$ cat src/rtl/sdram_pro_read_pkg.sv
// Shared SDRAM command codes, read-engine states and rd_addr field slices.
// The write engine reuses the same command codes and address slices.
package sdram_pro_read_pkg;

  // {CS_N, RAS_N, CAS_N, WE_N}
  localparam logic [3:0] CMD_NOP        = 4'b0111;
  localparam logic [3:0] CMD_ACTIVE     = 4'b0011;
  localparam logic [3:0] CMD_READ       = 4'b0101;
  localparam logic [3:0] CMD_BURST_TERM = 4'b0110;
  localparam logic [3:0] CMD_PRECHARGE  = 4'b0010;

  localparam int BANK_HI = 22;
  localparam int BANK_LO = 21;
  localparam int ROW_HI  = 20;
  localparam int ROW_LO  = 9;
  localparam int COL_HI  = 8;
  localparam int COL_LO  = 0;

  localparam logic [9:0]  MAX_BURST     = 10'd512;
  localparam logic [11:0] PRECHARGE_ALL = 12'h400;

  typedef enum logic [3:0] {
    RD_IDLE,
    RD_ACTIVE,
    RD_TRCD,
    RD_READ,
    RD_READ_DATA,
    RD_TERMINATE,
    RD_PRECHARGE,
    RD_TRP,
    RD_END
  } rd_state_t;

  function automatic logic [9:0] clamp_burst(input logic [9:0] len);
    if (len == 10'd0)
      return 10'd1;
    else if (len > MAX_BURST)
      return MAX_BURST;
    else
      return len;
  endfunction

endpackage

$ cat src/rtl/sdram_pro_read_capture.sv
// Read-data capture: a CAS_LAT-deep valid pipeline aligns each issued column
// with its word on DQ and registers it into rd_data with rd_ack.
module sdram_pro_rd_capture #(
  parameter int CAS_LAT = 3
) (
  input  logic        sys_clk,
  input  logic        sys_rst_n,
  input  logic        issue,
  input  logic [15:0] rd_sdram_data,
  output logic        busy,
  output logic        rd_ack,
  output logic [15:0] rd_data
);

  logic [CAS_LAT-1:0] valid_sr;

  always_ff @(posedge sys_clk or negedge sys_rst_n) begin
    if (!sys_rst_n) begin
      valid_sr <= '0;
      rd_ack   <= 1'b0;
      rd_data  <= 16'h0;
    end else begin
      valid_sr <= {valid_sr[CAS_LAT-2:0], issue};
      rd_ack   <= valid_sr[CAS_LAT-1];
      rd_data  <= valid_sr[CAS_LAT-1] ? rd_sdram_data : 16'h0;
    end
  end

  // Words still in flight keep the engine from signalling completion.
  assign busy = issue | (|valid_sr);

endmodule

$ cat src/rtl/sdram_pro_read.sv
// Full-page burst read engine: ACTIVE, READ, BURST_TERMINATE after len words,
// PRECHARGE all banks, then a one-cycle rd_end once all words are delivered.
module sdram_pro_read
  import sdram_pro_read_pkg::*;
#(
  parameter int          CAS_LAT   = 3,
  parameter int          CNT_TRCD  = 2,
  parameter int          CNT_TRP   = 2,
  parameter logic [11:0] IDLE_ADDR = 12'hfff
) (
  input  logic        sys_clk,
  input  logic        sys_rst_n,
  input  logic        init_end,
  input  logic        rd_en,
  input  logic [22:0] rd_addr,
  input  logic [9:0]  rd_burst_len,
  input  logic [15:0] rd_sdram_data,
  output logic [3:0]  rd_sdram_cmd,
  output logic [11:0] rd_sdram_addr,
  output logic [1:0]  rd_sdram_bank,
  output logic        rd_ack,
  output logic [15:0] rd_data,
  output logic        rd_end
);

  rd_state_t   state, state_next;
  logic [9:0]  cnt;
  logic [22:0] addr_lat;
  logic [9:0]  len_lat;
  logic        start;
  logic        issue, issue_next;
  logic        cap_busy;
  logic [3:0]  cmd_next;
  logic [11:0] addr_next;
  logic [1:0]  bank_next;
  logic        end_next;

  always_ff @(posedge sys_clk or negedge sys_rst_n) begin
    if (!sys_rst_n) begin
      state         <= RD_IDLE;
      cnt           <= 10'd0;
      addr_lat      <= 23'd0;
      len_lat       <= 10'd1;
      issue         <= 1'b0;
      rd_sdram_cmd  <= CMD_NOP;
      rd_sdram_addr <= IDLE_ADDR;
      rd_sdram_bank <= 2'b11;
      rd_end        <= 1'b0;
    end else begin
      state         <= state_next;
      cnt           <= (state_next != state) ? 10'd0 : cnt + 10'd1;
      issue         <= issue_next;
      rd_sdram_cmd  <= cmd_next;
      rd_sdram_addr <= addr_next;
      rd_sdram_bank <= bank_next;
      rd_end        <= end_next;
      if (start) begin
        addr_lat <= rd_addr;
        len_lat  <= clamp_burst(rd_burst_len);
      end
    end
  end

  // Bus outputs are decoded from the current state and registered, so each
  // state's command appears one cycle after the state itself.
  always_comb begin
    state_next = state;
    start      = 1'b0;
    issue_next = 1'b0;
    cmd_next   = CMD_NOP;
    addr_next  = IDLE_ADDR;
    bank_next  = 2'b11;
    end_next   = 1'b0;
    case (state)
      RD_IDLE: begin
        if (init_end && rd_en) begin
          start      = 1'b1;
          state_next = RD_ACTIVE;
        end
      end
      RD_ACTIVE: begin
        cmd_next   = CMD_ACTIVE;
        addr_next  = addr_lat[ROW_HI:ROW_LO];
        bank_next  = addr_lat[BANK_HI:BANK_LO];
        state_next = RD_TRCD;
      end
      RD_TRCD: begin
        if (cnt == 10'(CNT_TRCD - 1))
          state_next = RD_READ;
      end
      RD_READ: begin
        cmd_next   = CMD_READ;
        addr_next  = {3'b000, addr_lat[COL_HI:COL_LO]};
        bank_next  = addr_lat[BANK_HI:BANK_LO];
        issue_next = 1'b1;
        state_next = (len_lat == 10'd1) ? RD_TERMINATE : RD_READ_DATA;
      end
      RD_READ_DATA: begin
        issue_next = 1'b1;
        if (cnt == len_lat - 10'd2)
          state_next = RD_TERMINATE;
      end
      RD_TERMINATE: begin
        cmd_next   = CMD_BURST_TERM;
        state_next = RD_PRECHARGE;
      end
      RD_PRECHARGE: begin
        cmd_next   = CMD_PRECHARGE;
        addr_next  = PRECHARGE_ALL;
        bank_next  = 2'b00;
        state_next = RD_TRP;
      end
      RD_TRP: begin
        if (cnt == 10'(CNT_TRP - 1))
          state_next = RD_END;
      end
      RD_END: begin
        if (!cap_busy) begin
          end_next = 1'b1;
          if (init_end && rd_en) begin
            start      = 1'b1;
            state_next = RD_ACTIVE;
          end else begin
            state_next = RD_IDLE;
          end
        end
      end
      default: state_next = RD_IDLE;
    endcase
  end

  sdram_pro_rd_capture #(
    .CAS_LAT(CAS_LAT)
  ) u_capture (
    .sys_clk      (sys_clk),
    .sys_rst_n    (sys_rst_n),
    .issue        (issue),
    .rd_sdram_data(rd_sdram_data),
    .busy         (cap_busy),
    .rd_ack       (rd_ack),
    .rd_data      (rd_data)
  );

endmodule

$ cat config.mk
export PLATFORM = sky130hd
export DESIGN_NAME = sdram_pro_read
export DESIGN_NICKNAME = d
export VERILOG_FILES = /design/src/rtl/sdram_pro_read_pkg.sv /design/src/rtl/sdram_pro_read_capture.sv /design/src/rtl/sdram_pro_read.sv
export SDC_FILE = /design/constraint.sdc
export NUM_CORES = 1
export LEC_CHECK = 0
export ABC_CLOCK_PERIOD_IN_PS = 2300
export BUFFER_PORTS_ARGS = -buffer_cell sky130_fd_sc_hd__buf_4
export CORE_MARGIN = 5
export CORE_UTILIZATION = 48
export CTS_CLUSTER_DIAMETER = 40
export CTS_CLUSTER_SIZE = 8
export DETAILED_ROUTE_END_ITERATION = 8
export GPL_ROUTABILITY_DRIVEN = 1
export PLACE_DENSITY = 0.75
export SETUP_SLACK_MARGIN = 0.2
export SLEW_MARGIN = 20
export SYNTH_ARGS = -nofsm -noshare
export SYNTH_HDL_FRONTEND = slang
export SYNTH_SLANG_ARGS = --single-unit
$ cat constraint.sdc
create_clock -name sys_clk -period 2.3 [get_ports sys_clk]
set_input_delay 0.115 -clock sys_clk [delete_from_list [all_inputs] [get_ports sys_clk]]
set_output_delay 0.115 -clock sys_clk [all_outputs]
set_load 0.05 [all_outputs]
==> flow_summary.ini, run 1 <==
[status]
status = finished clean

[setup_path]
cp.arrival_ns = 2.48
cp-end-kind = register
slowest_stage = or4_4
ff2ff_path_depth = 8
critPathLaunchType = register
endpoint = cnt[4]
r2r_setup_slack_ns = 0.07
worstPathMaxFanout = 10
worstSetupPathType = register to register
crit_path_start = len_lat[4]
slowest_delay_ns = 0.60
timing.rr.end = cnt[4]
cpMostUsedCell = buf_4
worst_ep_required_time_ns = 2.55
path_cells = or4_4, buf_4, o31ai_2, a311oi_2, buf_4, o311ai_4, buf_12, nor2_1
timing.rr.start = len_lat[4]

[timing]
drv_slew = 0
timing.setup.tns_ns = 0
rsz0062_at_grt = yes
fin_crit_sh = 0.9702
period_minus_slack_ns = 2.231
skew_ns = 0.01745
max_slew_margin = 0.5381
hold_viol_final = 0
setup_viol = 0
max_freq_ghz = 0.4482
worst_slew_pin_slew_ns = 0.6879
hold_ws_ns = 0.01422

[synthesis]
synth_edf_count = 0
ys.flop_type = dfrtp_1
ys_types = 44
seq_area_frac_synth = 0.5661
syn_avg_cell_area_um2 = 9.849
async_flop_share = 1.000
synth_nets = 446
synth-seq-cells = 86
synth_top_area_frac = 0.4430
yosysWarnings = 0
netlist_top_cells_area = dfrtp_1, dfstp_2, nand2_1
yosys.area.top_type = dfrtp_1
synthCells = 390
syn_area_um2 = 3841

[finish]
final_area_um2 = 5428
finalNetCount = 583
multi_input_area_um2 = 1639
syn2layout_area_growth_pct = 41.30
seq_area_um2 = 2175
n_antenna_cell = 0
num-fill-cells = 573
drive_gt1_frac = 0.2895

[route]
drtIter0Drc = 205
drc_errors = 0
first_pass_iters = 4
detail_route.vias_per_cell = 5.090
post_drt_wl_per_cell_um = 15.21
ant_nets = 0
wirelength_um = 9641
vias = 3227

[global_route]
grt-ovfl-total = 0
grt_max_degree = 48
grt_pass1_wl_um = 15830
antenna_found_initial = 0
grt_usage = 0.2017
first_global_vias = 3264

[power]
power_leakage_nw = 2.635
power.total_mw = 7.032
ir_worst_vdd_v = 0.0006795
power_density_nw_per_um2 = 1296

[floorplan]
start_util = 0.4945
ios = 89
rows = 32
dieArea_um2 = 9891
fp.dieH_um = 99.46
coreArea_um2 = 7767
fp.dieW_um = 99.46

[clock_tree]
clk_pin_slew_ns = 0.09
cts_buffer_depth = 2
cts_tree = yes
clock_latency_ns = 0.36
cts_made_buffers = 9
htree_num_levels = 3
root_buffer = clkbuf_8
cts_num_sinks = 86

[hold_path]
hold_class = input port to register

[run]
drv_cap = 0

[placed_design]
dp_hpwl_um = 6024
gp_congestion = 0.8617
port_buffers = 87
place_area_um2 = 4667
-- stage by stage --
| step | std cells | worst slack, ns | util |
|---|---|---|---|
| floorplan | 390 | 0.08700 | - |
| global placement | 570 | 0.06080 | 0.6008 |
| detailed placement | 570 | -0.04105 | 0.6008 |
| CTS | 632 | 0.1137 | 0.6925 |
| global route | 634 | -0.01636 | 0.6988 |
| finish | 634 | 0.06862 | 0.6988 |
-- placed cells by master, fill, tap and decap left out, types with 2 or more instances in the layout --
master         instances
and4_1                 2
nand2_1              102
and3_1                 2
nor3_1                 8
clkbuf_8              10
nand3_1               11
nand2b_1               5
xnor2_1               10
a21oi_1                4
buf_4                100
o21ba_2                2
o311ai_4               2
nor2b_1                3
buf_12                 3
dlygate4sd3_1         44
inv_6                  2
and2_1                17
a21o_1                13
dfrtp_1               68
a31oi_1                2
mux2i_1               10
nor2_1                26
a311oi_2               2
nand4_1                4
o21ai_0                7
inv_1                  6
nor4_1                 3
xor2_1                10
dfstp_2               18
nor2_2                 2
ha_1                   2
nand3b_1               9
-- report_power, final --
part | internal [mW] | switching (mW) | leakage (nW)
sequential | 2.15 | 0.365 | 1.08
combinational | 1.40 | 2.00 | 1.45
clock | 0.549 | 0.569 | 0.105
-- how the worst min path moves through the flow --
stage | startpoint | to | cells after the start | slack (ns)
3_5_place_dp | sys_rst_n | cnt[3] | 1 | 0.14
4_1_cts | rd_burst_len[5] | len_lat[5] | 3 | 0.004
6_report | rd_burst_len[5] | len_lat[5] | 3 | 0.01
5_1_grt | rd_burst_len[5] | len_lat[5] | 3 | 0.02
3_3_place_gp | sys_rst_n | cnt[1] | 1 | 0.13
2_1_floorplan | sys_rst_n | addr_lat[0] | 0 | -0.18
-- area by class of cell --
class / count / area share
flip-flops and latches: 86 / 0.4006
multi-input cells: 277 / 0.3020
clock buffers: 10 / 0.02536
clock inverters: 6 / 0.01383
well taps: 102 / 0.02351
repair buffers: 147 / 0.2305
inverters: 6 / 0.004149
-- cell families after synthesis --
group                    share of synthesized area
AND/OR/NAND/NOR                             0.2459
flip-flops                                  0.5661
AO/OA/AOI/OAI                              0.07785
buffers and inverters                      0.02769
XOR/XNOR                                   0.04560
multiplexers                               0.02606
adder cells (fa/ha/maj)                   0.009773
other                                    0.0009763
-- worst max-delay path, delay by kind of cell (launching register included) --
family,cells,cell delay (ns)
DFF,1,0.39
and+or+nand+nor,2,0.65
buffers and inverters,3,0.50
AOI/OAI and AO/OA,3,0.60
-- flip-flops by register name, indices dropped and copies added (netlist names) --
name	count
cnt	10
issue	1
state	4
u_capture.valid_sr	3
rd_sdram_bank	2
addr_lat	23
rd_sdram_cmd	3
rd_sdram_addr	12
u_capture.rd_ack	1
len_lat	10
u_capture.rd_data	16
rd_end	1
-- Yosys cell counts, types with 4 or more instances --
| cell type | number |
|---|---|
| a21o_1 | 13 |
| a21oi_1 | 4 |
| and2_1 | 17 |
| clkbuf_1 | 17 |
| dfrtp_1 | 68 |
| dfstp_2 | 18 |
| inv_1 | 6 |
| mux2i_1 | 10 |
| nand2_1 | 102 |
| nand2b_1 | 5 |
| nand3_1 | 11 |
| nand3b_1 | 9 |
| nand4_1 | 4 |
| nor2_1 | 28 |
| nor2b_1 | 4 |
| nor3_1 | 8 |
| nor4_1 | 4 |
| o21ai_0 | 8 |
| xnor2_1 | 10 |
| xor2_1 | 10 |
-- routing by layer --
metal | routed length [µm] | track usage | vias up
li1 | - | - | 1561
met1 | 4153 | 0.2558 | 1546
met2 | 4763 | 0.3481 | 105
met3 | 503 | 0.03015 | 15
met4 | 220 | 0.07773 | 0
met5 | 0 | 0 | -
-- timing repair --
item / in CTS / in global routing
resized for setup: 6 / 7
hold endpoints to repair: 78 / 0
pin swaps: 4 / 1
setup buffers: 2 / 2
hold buffers: 44 / 0
endpoints found under the setup margin: 11 / 17
(Power assumes the default switching activity.)
==> run 2: changes to the inputs <==
Settings changed: HOLD_SLACK_MARGIN set to 0.1.
==> flow_summary.ini, run 2 (synthesized netlist as in run 1, its figures left out) <==
[route]
vias = 3242
wirelength_um = 9761
wl_met1_um = 4151
highest_layer = met4
wl_met3_um = 466
detail_route.vias_per_cell = 5.074
ant_nets = 0
drc_errors = 0
first_pass_iters = 4
post_drt_wl_per_cell_um = 15.28
drtIter0Drc = 184
wl_met2_um = 4891

[setup_path]
cpMostUsedCell = buf_4
slowest_delay_ns = 0.60
worstSetupPathType = register to register
worstPathMaxFanout = 10
timing.rr.start = len_lat[4]
crit_family = simple AND/OR/NAND/NOR gates
critPathLaunchType = register
cp.arrival_ns = 2.48
worst_ep_required_time_ns = 2.55
crit_path_start = len_lat[4]
cp.buffers_inverters = 3
cp-end-kind = register
path_cells = or4_4, buf_4, o31ai_2, a311oi_2, buf_4, o311ai_4, buf_12, nor2_1
slowest_stage = or4_4

[timing]
hold_ws_ns = 0.1203
setup_viol = 0
fin_crit_sh = 0.9694
drv_slew = 0
rsz0062_at_grt = yes
period_minus_slack_ns = 2.230
skew_ns = 0.01752
timing.setup.tns_ns = 0
max_slew_margin = 0.5352
hold_viol_final = 0
max_freq_ghz = 0.4485
worst_slew_pin_slew_ns = 0.6923

[placed_design]
port_buffers = 87
gp_congestion = 0.8617
dp_hpwl_um = 6024
dpl.cell_count = 570

[power]
ir_worst_vdd_v = 0.0006813
power_density_nw_per_um2 = 1285
power_leakage_nw = 2.656
power.total_mw = 7.039

[finish]
largest_reg_flops = 23
layout.cells.non_filler = 639
top_regs = addr_lat: 23 flops, u_capture.rd_data: 16 flops, rd_sdram_addr: 12 flops
regMostFlops = addr_lat
layout_common_cells = nand2_1, buf_4, dfrtp_1, dlygate4sd3_1, nor2_1
finalNetCount = 588
final_common_cell = nand2_1
syn2layout_area_growth_pct = 42.61
drive_gt1_frac = 0.2868
n_antenna_cell = 0

[floorplan]
rows = 32
fp.dieW_um = 99.46
dieArea_um2 = 9891
fp.dieH_um = 99.46
coreArea_um2 = 7767
ios = 89
start_util = 0.4945

[global_route]
grt-ovfl-total = 0
antenna_found_initial = 0
grt_max_degree = 48
first_global_vias = 3288
grt_usage = 0.2029
grt_pass1_wl_um = 15930

[clock_tree]
cts_buffer_depth = 2
cts_made_buffers = 9
cts_tree = yes
clk_pin_slew_ns = 0.09
cts_num_sinks = 86
root_buffer = clkbuf_8
clock_latency_ns = 0.36
htree_num_levels = 3

[hold_path]
hold_class = input port to register
min-delay-start = rd_burst_len[0]

[status]
status = finished clean

[run]
drv_cap = 0
run 2: cell types whose count changed in the layout (fill, tap and decap cells not counted), sizes merged:
cell	previous run	this run
dlygate4sd3	44	49
run 2: timing repair:
item	CTS	global route
hold buffers	49	0
pin swaps	4	1
setup buffers	2	2
setup endpoints to repair	11	17
hold endpoints to repair	87	0
resized for setup	6	7
run 2: final timing paths:
kind / end / slack (ns) / depth (start not counted)
setup / recovery: cnt[4] / 0.07 / 8
hold / removal: len_lat[0] / 0.12 / 3
setup reg to reg: cnt[4] / 0.07 / 8
hold reg to reg: u_capture.valid_sr[0] / 0.40 / 0
max in group asynchronous: rd_sdram_addr[2] / 1.31 / 3
min in group asynchronous: cnt[3] / 0.29 / 2
run 2: cell type report:
cell class	instances	area (µm²)
clock buffers	10	137.6
clock inverters	6	75.07
fillers	564	2290
inverters	6	22.52
multi-input cells	277	1639
flip-flops and latches	86	2175
well taps	102	127.6
repair buffers	152	1301
run 2: report_power, final:
part | internal (mW) | total [mW] | switching, mW | leakage, nW
Sequential | 2.15 | 2.51 | 0.362 | 1.08
Combinational | 1.41 | 3.41 | 2.01 | 1.47
Clock | 0.549 | 1.12 | 0.570 | 0.105
Total | 4.10 | 7.04 | 2.94 | 2.66
run 2: worst reg2reg max path, stage by stage, from the launching register on:
cell and delay (ns):
dfrtp_1 0.39, or4_4 0.60, buf_4 0.17, o31ai_2 0.28, a311oi_2 0.07, buf_4 0.16
o311ai_4 0.25, buf_12 0.17, nor2_1 0.05
run 2: routing by layer:
metal | vias to the layer above | track usage
li1 | 1573 | -
met1 | 1545 | 0.2617
met2 | 104 | 0.3430
met3 | 20 | 0.03086
met4 | 0 | 0.08193
met5 | - | 0
run 2: metrics by stage:
stage                     instance area, µm²  setup WS, ns    util
after detailed placement                4667      -0.04105  0.6008
after CTS                               5429        0.1137  0.6989
after floorplan                         3855       0.08700       -
final                                   5478       0.07047  0.7052
after global routing                    5478      -0.01636  0.7052
after global placement                  4667       0.06080  0.6008
